<file path="config.mk">
export PLATFORM = sky130hd
export DESIGN_NAME = input_conditioner_flat
export DESIGN_NICKNAME = d
export VERILOG_FILES = /design/src/rtl/input_conditioner_if.sv /design/src/rtl/input_conditioner.sv /design/src/flat_wrapper.sv
export SDC_FILE = /design/constraint.sdc
export NUM_CORES = 1
export LEC_CHECK = 0
export ABC_CLOCK_PERIOD_IN_PS = 2100
export BUFFER_PORTS_ARGS = -buffer_cell sky130_fd_sc_hd__buf_2
export CORE_ASPECT_RATIO = 0.5
export CORE_MARGIN = 1
export CORE_UTILIZATION = 40
export CTS_CLUSTER_DIAMETER = 50
export DETAILED_ROUTE_END_ITERATION = 16
export PLACE_DENSITY = 0.55
export SYNTH_ARGS = -nofsm -noshare
export SYNTH_HDL_FRONTEND = slang
export SYNTH_HIERARCHICAL = 1
export SYNTH_SLANG_ARGS = --single-unit
</file>
<file path="constraint.sdc">
create_clock -name clk -period 2.1 [get_ports clk]
set_input_delay 0.42 -clock clk [delete_from_list [all_inputs] [get_ports clk]]
set_output_delay 0.42 -clock clk [all_outputs]
set_load 0.05 [all_outputs]
</file>
<file path="src/rtl/input_conditioner_if.sv">
// Board-side input bundle for the input conditioner: raw pins in, clean levels/pulses out.
interface input_conditioner_if;
  logic [6:0] raw_keys;
  logic       raw_next;
  logic       raw_prev;
  logic [6:0] key_level;
  logic [6:0] key_press;
  logic       next_pulse;
  logic       prev_pulse;
  logic       busy;

  modport master (
    output raw_keys, raw_next, raw_prev,
    input  key_level, key_press, next_pulse, prev_pulse, busy
  );

  modport slave (
    input  raw_keys, raw_next, raw_prev,
    output key_level, key_press, next_pulse, prev_pulse, busy
  );
endinterface

</file>
<file path="src/rtl/input_conditioner.sv">
// Synchronizes and debounces 7 note keys plus next/prev song buttons, producing
// stable key levels, per-key press pulses and arbitrated song-select pulses.
module ic_channel #(
  parameter int DEBOUNCE_CYCLES = 2_000_000,
  parameter int CNT_W           = 21
) (
  input  logic clk,
  input  logic reset,
  input  logic raw_i,
  output logic stable_o,
  output logic rise_o,
  output logic active_o
);
  localparam logic [CNT_W-1:0] LAST = CNT_W'(DEBOUNCE_CYCLES - 1);

  logic             meta_q, sync_q;
  logic             stable_q, stable_d;
  logic [CNT_W-1:0] cnt_q, cnt_d;

  // Any disagreement that does not persist for the full window restarts the count.
  always_comb begin
    stable_d = stable_q;
    cnt_d    = '0;
    if (sync_q != stable_q) begin
      if (cnt_q == LAST) stable_d = sync_q;
      else               cnt_d    = cnt_q + 1'b1;
    end
  end

  always_ff @(posedge clk or posedge reset) begin
    if (reset) begin
      meta_q   <= 1'b0;
      sync_q   <= 1'b0;
      stable_q <= 1'b0;
      cnt_q    <= '0;
    end else begin
      meta_q   <= raw_i;
      sync_q   <= meta_q;
      stable_q <= stable_d;
      cnt_q    <= cnt_d;
    end
  end

  // rise_o is the next-state edge so the registered pulse lines up with the level.
  assign stable_o = stable_q;
  assign rise_o   = stable_d & ~stable_q;
  assign active_o = |cnt_q;
endmodule

module input_conditioner #(
  parameter int DEBOUNCE_CYCLES = 2_000_000,
  parameter int CNT_W           = 21
) (
  input  logic                clk,
  input  logic                reset,
  input_conditioner_if.slave  io
);
  localparam int NUM_CH = 9;

  logic [NUM_CH-1:0] raw, stable, rise, active;
  logic [6:0]        key_press_q;
  logic              next_pulse_q, next_pulse_d;
  logic              prev_pulse_q, prev_pulse_d;
  logic              busy_q;

  assign raw = {io.raw_prev, io.raw_next, io.raw_keys};

  for (genvar ch = 0; ch < NUM_CH; ch++) begin : g_ch
    ic_channel #(
      .DEBOUNCE_CYCLES(DEBOUNCE_CYCLES),
      .CNT_W          (CNT_W)
    ) u_ch (
      .clk     (clk),
      .reset   (reset),
      .raw_i   (raw[ch]),
      .stable_o(stable[ch]),
      .rise_o  (rise[ch]),
      .active_o(active[ch])
    );
  end

  // Simultaneous next/prev is ambiguous, so the event is dropped entirely.
  assign next_pulse_d = rise[7] & ~rise[8];
  assign prev_pulse_d = rise[8] & ~rise[7];

  always_ff @(posedge clk or posedge reset) begin
    if (reset) begin
      key_press_q  <= '0;
      next_pulse_q <= 1'b0;
      prev_pulse_q <= 1'b0;
      busy_q       <= 1'b0;
    end else begin
      key_press_q  <= rise[6:0];
      next_pulse_q <= next_pulse_d;
      prev_pulse_q <= prev_pulse_d;
      busy_q       <= |active;
    end
  end

  assign io.key_level  = stable[6:0];
  assign io.key_press  = key_press_q;
  assign io.next_pulse = next_pulse_q;
  assign io.prev_pulse = prev_pulse_q;
  assign io.busy       = busy_q;
endmodule

</file>
<file path="src/flat_wrapper.sv">
// flat-port wrapper written by rule: the top's interface ports become plain ports
module input_conditioner_flat 
#(
  parameter int DEBOUNCE_CYCLES = 2_000_000,
  parameter int CNT_W           = 21
)
  (clk, reset, io_raw_keys, io_raw_next, io_raw_prev, io_key_level, io_key_press, io_next_pulse, io_prev_pulse, io_busy);
  input_conditioner_if io_i ();
  input  logic clk;
  input  logic reset;
  input wire logic [$bits(io_i.raw_keys)-1:0] io_raw_keys;
  input wire logic [$bits(io_i.raw_next)-1:0] io_raw_next;
  input wire logic [$bits(io_i.raw_prev)-1:0] io_raw_prev;
  output wire logic [$bits(io_i.key_level)-1:0] io_key_level;
  output wire logic [$bits(io_i.key_press)-1:0] io_key_press;
  output wire logic [$bits(io_i.next_pulse)-1:0] io_next_pulse;
  output wire logic [$bits(io_i.prev_pulse)-1:0] io_prev_pulse;
  output wire logic [$bits(io_i.busy)-1:0] io_busy;
  assign io_i.raw_keys = io_raw_keys;
  assign io_i.raw_next = io_raw_next;
  assign io_i.raw_prev = io_raw_prev;
  assign io_key_level = io_i.key_level;
  assign io_key_press = io_i.key_press;
  assign io_next_pulse = io_i.next_pulse;
  assign io_prev_pulse = io_i.prev_pulse;
  assign io_busy = io_i.busy;
  input_conditioner #(.DEBOUNCE_CYCLES(DEBOUNCE_CYCLES), .CNT_W(CNT_W)) u_core (.clk(clk), .reset(reset), .io(io_i));
endmodule
</file>
Word level (Yosys, flattened, before mapping) --
Index checks and enable logic that the tools add are counted.
Word-level totals: flip-flop bits (word level) 226, bits of input ports 11, output and inout port bits 17, word-level logic and storage cells 126
Operators by class: $add $sub $neg 9, equal/unequal tests 18, muxes and demuxes 36, bitwise gates (word level) 22, reduce and logical (&&, ||, !) cells 1
Operator list (number):
- 21-bit 2-to-1 mux | 18
- 21-bit by 1-bit adder with 21-bit output (second input constant) | 9
- 21-bit == test (second input constant) | 9
- 189-bit OR reduction | 1
- 1-bit 2-to-1 mux | 18
- 1-bit AND | 11
- 1-bit NOT | 11
- 1-bit inequality test | 9

Logic depth before layout (Yosys ltp) --
depth after elaboration 6, mapped depth 7, depth with buffers taken out 6

By module --
Netlist, hierarchy kept.
Modules (own cells, without submodules):
- ic_channel at u_core.g_ch[0].u_ch ... | instances 8, cells each 124, area an instance 1242.4 um^2
- ic_channel at u_core.g_ch[3].u_ch | instances 1, cells each 124, area an instance 1251.2 um^2
- input_conditioner | instances 1, cells each 24, area an instance 339.1 um^2

Worst setup path before layout --
OpenSTA, ideal clock, no wires.
kind flip-flop to flip-flop, start point reg u_core.g_ch[2].u_ch.cnt_q[9], end point reg u_core.busy_q (netlist: u_core/io.busy), arrival time 1498 ps, path slack 470 ps, stages on the path, launching flop included 6, clock period less this slack 1630 ps, cells stage by stage dfrtp_1 or4_1 nor2_1 nand4_1 nor4_1 nand3_1
Between the ends: word-level cells in the longest chain between the ends 1
Ends and longest elaborated chain:
- from (decl) | line input_conditioner.sv:18 | logic [CNT_W-1:0] cnt_q, cnt_d;
- from (signal assigned) | line input_conditioner.sv:40 | cnt_q <= cnt_d;
- 189-bit OR reduction | line input_conditioner.sv:96 | busy_q <= |active;
- to (signal assigned) | line input_conditioner.sv:96
- to (decl) | line input_conditioner.sv:64 | logic busy_q;
No other way between the ends.

Worst setup path after layout --
start point reg u_core.g_ch[8].u_ch.cnt_q[14], end point reg u_core.g_ch[8].u_ch.cnt_q[11]
Between the ends: word-level cells in the longest chain between the ends 3
Ends and longest elaborated chain:
- from (decl) | line input_conditioner.sv:18
- from (signal assigned) | line input_conditioner.sv:40
- 21-bit == test | line input_conditioner.sv:25 | if (cnt_q == LAST) stable_d = sync_q;
- 21-bit 2-to-1 mux | line input_conditioner.sv:25
- 21-bit 2-to-1 mux | line input_conditioner.sv:24 | if (sync_q != stable_q) begin
- net u_core.g_ch[8].u_ch.cnt_d[11] | line input_conditioner.sv:18
The timed path passes the listed nets, and every way through them passes these cells.

==> report_table.html <==
<table>
<tr><th>Metric</th><th>Value</th></tr>
<tr><th colspan="2">Outcome</th></tr>
<tr><td>Outcome</td><td>finished clean</td></tr>
<tr><th colspan="2">Worst setup path</th></tr>
<tr><td>Critical path launch point type</td><td>register</td></tr>
<tr><td>CP top delay family</td><td>simple AND/OR/NAND/NOR gates</td></tr>
<tr><td>Most frequent CP cell</td><td>sky130_fd_sc_hd__nor2_1</td></tr>
<tr><td>Cells along the critical path</td><td>or4_1 &gt; nor2_1 &gt; a31o_2 &gt; nor2_1</td></tr>
<tr><td>Startpoint of the worst-slack reg-to-reg timing path</td><td>u_core/g_ch[8].u_ch/cnt_q[14]</td></tr>
<tr><td>Critical Path Slowest Stage Cell</td><td>sky130_fd_sc_hd__or4_1</td></tr>
<tr><td>Worst setup EP type</td><td>register</td></tr>
<tr><td>Start-to-end type of the worst setup path</td><td>reg -&gt; reg</td></tr>
<tr><td>Reg2reg end</td><td>u_core/g_ch[8].u_ch/cnt_q[11]</td></tr>
<tr><td>Maximum net fanout on the critical path</td><td>19</td></tr>
<tr><td>Count of buffering cells on the critical path with inverters included</td><td>0</td></tr>
<tr><td>Worst path required time</td><td>2.49 ns</td></tr>
<tr><td>Slack of the worst reg-to-reg path</td><td>0.18 ns</td></tr>
<tr><td>Worst path depth</td><td>4</td></tr>
<tr><td>CP Data Arrival Time</td><td>2.31 ns</td></tr>
<tr><td>R2R depth</td><td>4</td></tr>
<tr><td>Delay of the slowest critical-path stage</td><td>0.56 ns</td></tr>
<tr><th colspan="2">Synth</th></tr>
<tr><td>Arithmetic-cell share of the synthesized area counting full adders, half adders and majority gates</td><td>0.0195</td></tr>
<tr><td>Post-synthesis cell count</td><td>~1100</td></tr>
<tr><td>Library cells used by synthesis</td><td>34</td></tr>
<tr><td>Net count of the mapped netlist</td><td>around 1200</td></tr>
<tr><td>Number of warnings issued by yosys</td><td>6</td></tr>
<tr><td>Synthesized-area fraction occupied by ao, oa, aoi and oai cells</td><td>0.0674</td></tr>
<tr><td>Post-synthesis mux area share</td><td>0.00879</td></tr>
<tr><td>XOR/XNOR Fraction of Synth Area</td><td>0.0889</td></tr>
<tr><td>Post-Syn Area per Cell</td><td>10.1 µm²</td></tr>
<tr><td>Flops &amp; latches, synth</td><td>226</td></tr>
<tr><td>Combinational family with the most area after synthesis</td><td>simple AND/OR/NAND/NOR gates</td></tr>
<tr><td>Simple-Gate Fraction of Synth Area</td><td>0.264</td></tr>
<tr><td>Proportion of synthesized chip area in sequential cells</td><td>0.491</td></tr>
<tr><td>Syn Std Cell Area</td><td>11500 µm²</td></tr>
<tr><th colspan="2">CTS</th></tr>
<tr><td>Number of sinks on the clock net</td><td>226</td></tr>
<tr><td>Clock Tree Root</td><td>sky130_fd_sc_hd__clkbuf_16</td></tr>
<tr><td>Maximum number of buffers from clock root to sink</td><td>3</td></tr>
<tr><td>Clk Latency, worst-skew pair</td><td>0.52 ns</td></tr>
<tr><td>CTS tree</td><td>done</td></tr>
<tr><td>Number of setup buffers added after CTS</td><td>0</td></tr>
<tr><td>CTS H-tree depth</td><td>1</td></tr>
<tr><td>Clk slew on worst S/H paths</td><td>0.06 ns</td></tr>
<tr><td>TritonCTS buffer count</td><td>24</td></tr>
<tr><th colspan="2">Detailed routing</th></tr>
<tr><td>Avg Vias per Cell</td><td>5.29</td></tr>
<tr><td>Remaining number of nets flagged by the antenna check after routing</td><td>0</td></tr>
<tr><td>Drt first-iter violations</td><td>about 570</td></tr>
<tr><td>TritonRoute pass-1 iters</td><td>5</td></tr>
<tr><td>Via count of the routed design</td><td>8336</td></tr>
<tr><td>Total wire length after detailed routing</td><td>23500 µm</td></tr>
<tr><td>Drc violations</td><td>0</td></tr>
<tr><td>Final routed wire length divided by cell count</td><td>14.9 µm</td></tr>
<tr><th colspan="2">Layout</th></tr>
<tr><td># fillers</td><td>about 2600</td></tr>
<tr><td>Net count, final</td><td>1206</td></tr>
<tr><td>Antenna fix cells</td><td>0</td></tr>
<tr><td>Sequential cell area</td><td>5660 µm²</td></tr>
<tr><td>Signed area change from the synthesized netlist to the final layout</td><td>10.8%</td></tr>
<tr><td>Final cell count without fillers</td><td>1576</td></tr>
<tr><td>Fraction of final layout cells sized beyond drive strength 1</td><td>0.113</td></tr>
<tr><td>Footprint of the multi-input gates</td><td>5180 µm²</td></tr>
<tr><th colspan="2">STA</th></tr>
<tr><td>Final Hold Viols</td><td>0</td></tr>
<tr><td>Layout Skew</td><td>~0.0087 ns</td></tr>
<tr><td>Setup total negative slack</td><td>0 ns</td></tr>
<tr><td>Highest achievable clock rate</td><td>520 MHz</td></tr>
<tr><td>Unrepaired setup endpoints after global routing</td><td>no</td></tr>
<tr><td>Part of the cycle the worst path needs</td><td>0.915</td></tr>
<tr><td>Number of pins exceeding their max-slew limit in the final report</td><td>0</td></tr>
<tr><td>Final WS setup</td><td>0.178 ns</td></tr>
<tr><td>Worst-case headroom to the max-slew limit</td><td>0.695</td></tr>
<tr><td>Post-route minimum period</td><td>1.92 ns</td></tr>
<tr><td>Transition time at the pin with the least slew margin</td><td>about 0.45 ns</td></tr>
<tr><td>Endpoints failing setup</td><td>0</td></tr>
<tr><th colspan="2">Placed design</th></tr>
<tr><td>Port Buf Inserts</td><td>27</td></tr>
<tr><td>Final Wtd Congestion</td><td>0.833</td></tr>
<tr><td>Post-DP HPWL</td><td>~16000 µm</td></tr>
<tr><td>Number of instances in the placed design</td><td>1527</td></tr>
<tr><td>Place WS</td><td>0.160 ns</td></tr>
<tr><th colspan="2">Die</th></tr>
<tr><td>Die Height</td><td>122 µm</td></tr>
<tr><td>Initial Utilization</td><td>0.411</td></tr>
<tr><td>Std cell rows</td><td>43</td></tr>
<tr><td>Overall die area</td><td>between 20000 and 30000 µm²</td></tr>
<tr><td>Total I/O pin count</td><td>28</td></tr>
<tr><td>Die Span X</td><td>242 µm</td></tr>
<tr><td>Core area</td><td>28000 µm²</td></tr>
<tr><th colspan="2">Run</th></tr>
<tr><td>Max-cap violation count</td><td>0</td></tr>
<tr><th colspan="2">Hold path</th></tr>
<tr><td>Min-Delay Path Class</td><td>in -&gt; async</td></tr>
<tr><th colspan="2">Global route</th></tr>
<tr><td>Initial antenna violation count</td><td>1</td></tr>
<tr><td>Number of global-route vias before repair</td><td>8110</td></tr>
<tr><td>GRT overflow</td><td>0</td></tr>
<tr><td>Pin count of the biggest net entering global routing</td><td>25</td></tr>
<tr><td>Global routing usage summed across all routing layers</td><td>0.166</td></tr>
<tr><td>Global-route wire length before repair</td><td>40900 µm</td></tr>
<tr><th colspan="2">Pwr</th></tr>
<tr><td>Cell area power density</td><td>749 nW/µm²</td></tr>
<tr><td>Tot Pwr</td><td>0.00957 W</td></tr>
<tr><td>Lkg Pwr</td><td>5.63 nW</td></tr>
<tr><td>Peak VDD IR</td><td>about 0.63 mV</td></tr>
</table>
[cell usage after synthesis, drive strengths merged]
library cell	count	area (µm²)
or4	45	342
buf	43	469
o31ai	27	203
inv	62	233
xor2	65	569
xnor2	52	455
nand2	73	274
and4	18	158
nor4b	17	149
nand4	38	253
ha	18	225
nand4b	8	190
dfrtp	226	5660
nor3b	9	67.6
nor2	145	547
a31o	9	78.8
o21ai	36	180
nor2b	2	12.5
mux2	9	101
and3	28	186
nand3	64	370
nor4	19	119
or3	36	225
nor3	19	95.1
a21oi	63	315
and2	9	56.3
[layer usage]
layer	vias to the layer above	track usage	share of wire	wire, µm
li1	4099	-	-	-
met1	4106	0.244	0.51	12100
met5	-	0	0	0
met3	25	0.0289	0.030	711
met2	106	0.258	0.44	10400
met4	0	0.0344	0.015	349
[registers in the layout (all words and copies together) (netlist names)]
name                       cells
u_core/g_ch.u_ch/cnt_q       189
u_core/g_ch.u_ch/meta_q        9
u_core/g_ch.u_ch/stable_o      9
u_core/g_ch.u_ch/sync_q        9
u_core/io.busy                 1
u_core/io.key_press            7
u_core/io.next_pulse           1
u_core/io.prev_pulse           1
[how the worst max path moves through the flow]
| stage | start | to | slack (ns) |
|---|---|---|---|
| 6_report | u_core/g_ch[8].u_ch/cnt_q[14] | u_core/g_ch[8].u_ch/cnt_q[11] | 0.18 |
| 5_1_grt | u_core/g_ch[8].u_ch/cnt_q[11] | u_core/io.prev_pulse | 0.04 |
| 4_1_cts | u_core/g_ch[1].u_ch/cnt_q[14] | u_core/io.busy | 0.15 |
| 3_5_place_dp | u_core/g_ch[1].u_ch/cnt_q[14] | u_core/io.busy | 0.16 |
| 3_3_place_gp | u_core/g_ch[0].u_ch/cnt_q[14] | u_core/io.busy | 0.21 |
| 2_1_floorplan | u_core/g_ch[2].u_ch/cnt_q[9] | u_core/io.busy | 0.47 |
[cell families after synthesis]
group / after synthesis
and+or+nand+nor: 530
DFF: 226
AOI/OAI and AO/OA: 135
xor gates and xnor gates: 117
buffers and inverters: 105
adders and majority gates: 18
muxes: 9
[cells in the final DEF, fill, tap and decap left out, drive strengths merged]
cell	count
a21oi	63
a31o	9
and2	9
and3	28
and4	18
buf	48
bufinv	5
clkbuf	34
clkinv	4
dfrtp	226
dlygate4sd3	6
ha	18
inv	62
mux2	9
nand2	73
nand3	64
nand4	38
nand4b	8
nor2	145
nor2b	2
nor3	19
nor3b	9
nor4	19
nor4b	17
o21ai	36
o31ai	27
or3	36
or4	45
xnor2	52
xor2	65
[report_power, final]
part           leakage, nW  total (W)  switching (W)  internal, W
logic                 2.10   0.000400       0.000267     0.000133
clock network        0.435    0.00470        0.00174      0.00296
registers             3.09    0.00447      0.0000609      0.00441
total                 5.63    0.00957        0.00207      0.00750
[cell type report]
type / count / area share
flip-flops and latches: 226 / 0.443
multi-input cells: 809 / 0.405
clock buffers: 34 / 0.0555
well taps: 382 / 0.0374
repair buffers: 54 / 0.0276
inverters: 62 / 0.0182
clock inverters: 9 / 0.0133
[per-stage QoR]
stage	util	instance area (µm²)	hold slack, ns
floorplan	-	11500	0.260
global placement	0.422	11800	0.333
detailed placement	0.422	11800	0.336
CTS	0.455	12800	0.00216
global route	0.456	12800	0.0196
finish	0.456	12800	0.0459
[timing repair]
action,in CTS,in global routing
setup endpoints to repair,0,1
resized for setup,0,1
endpoints found under the hold margin,5,1
hold buffers,5,1
No activity file was read; power rests on OpenSTA's default activity.
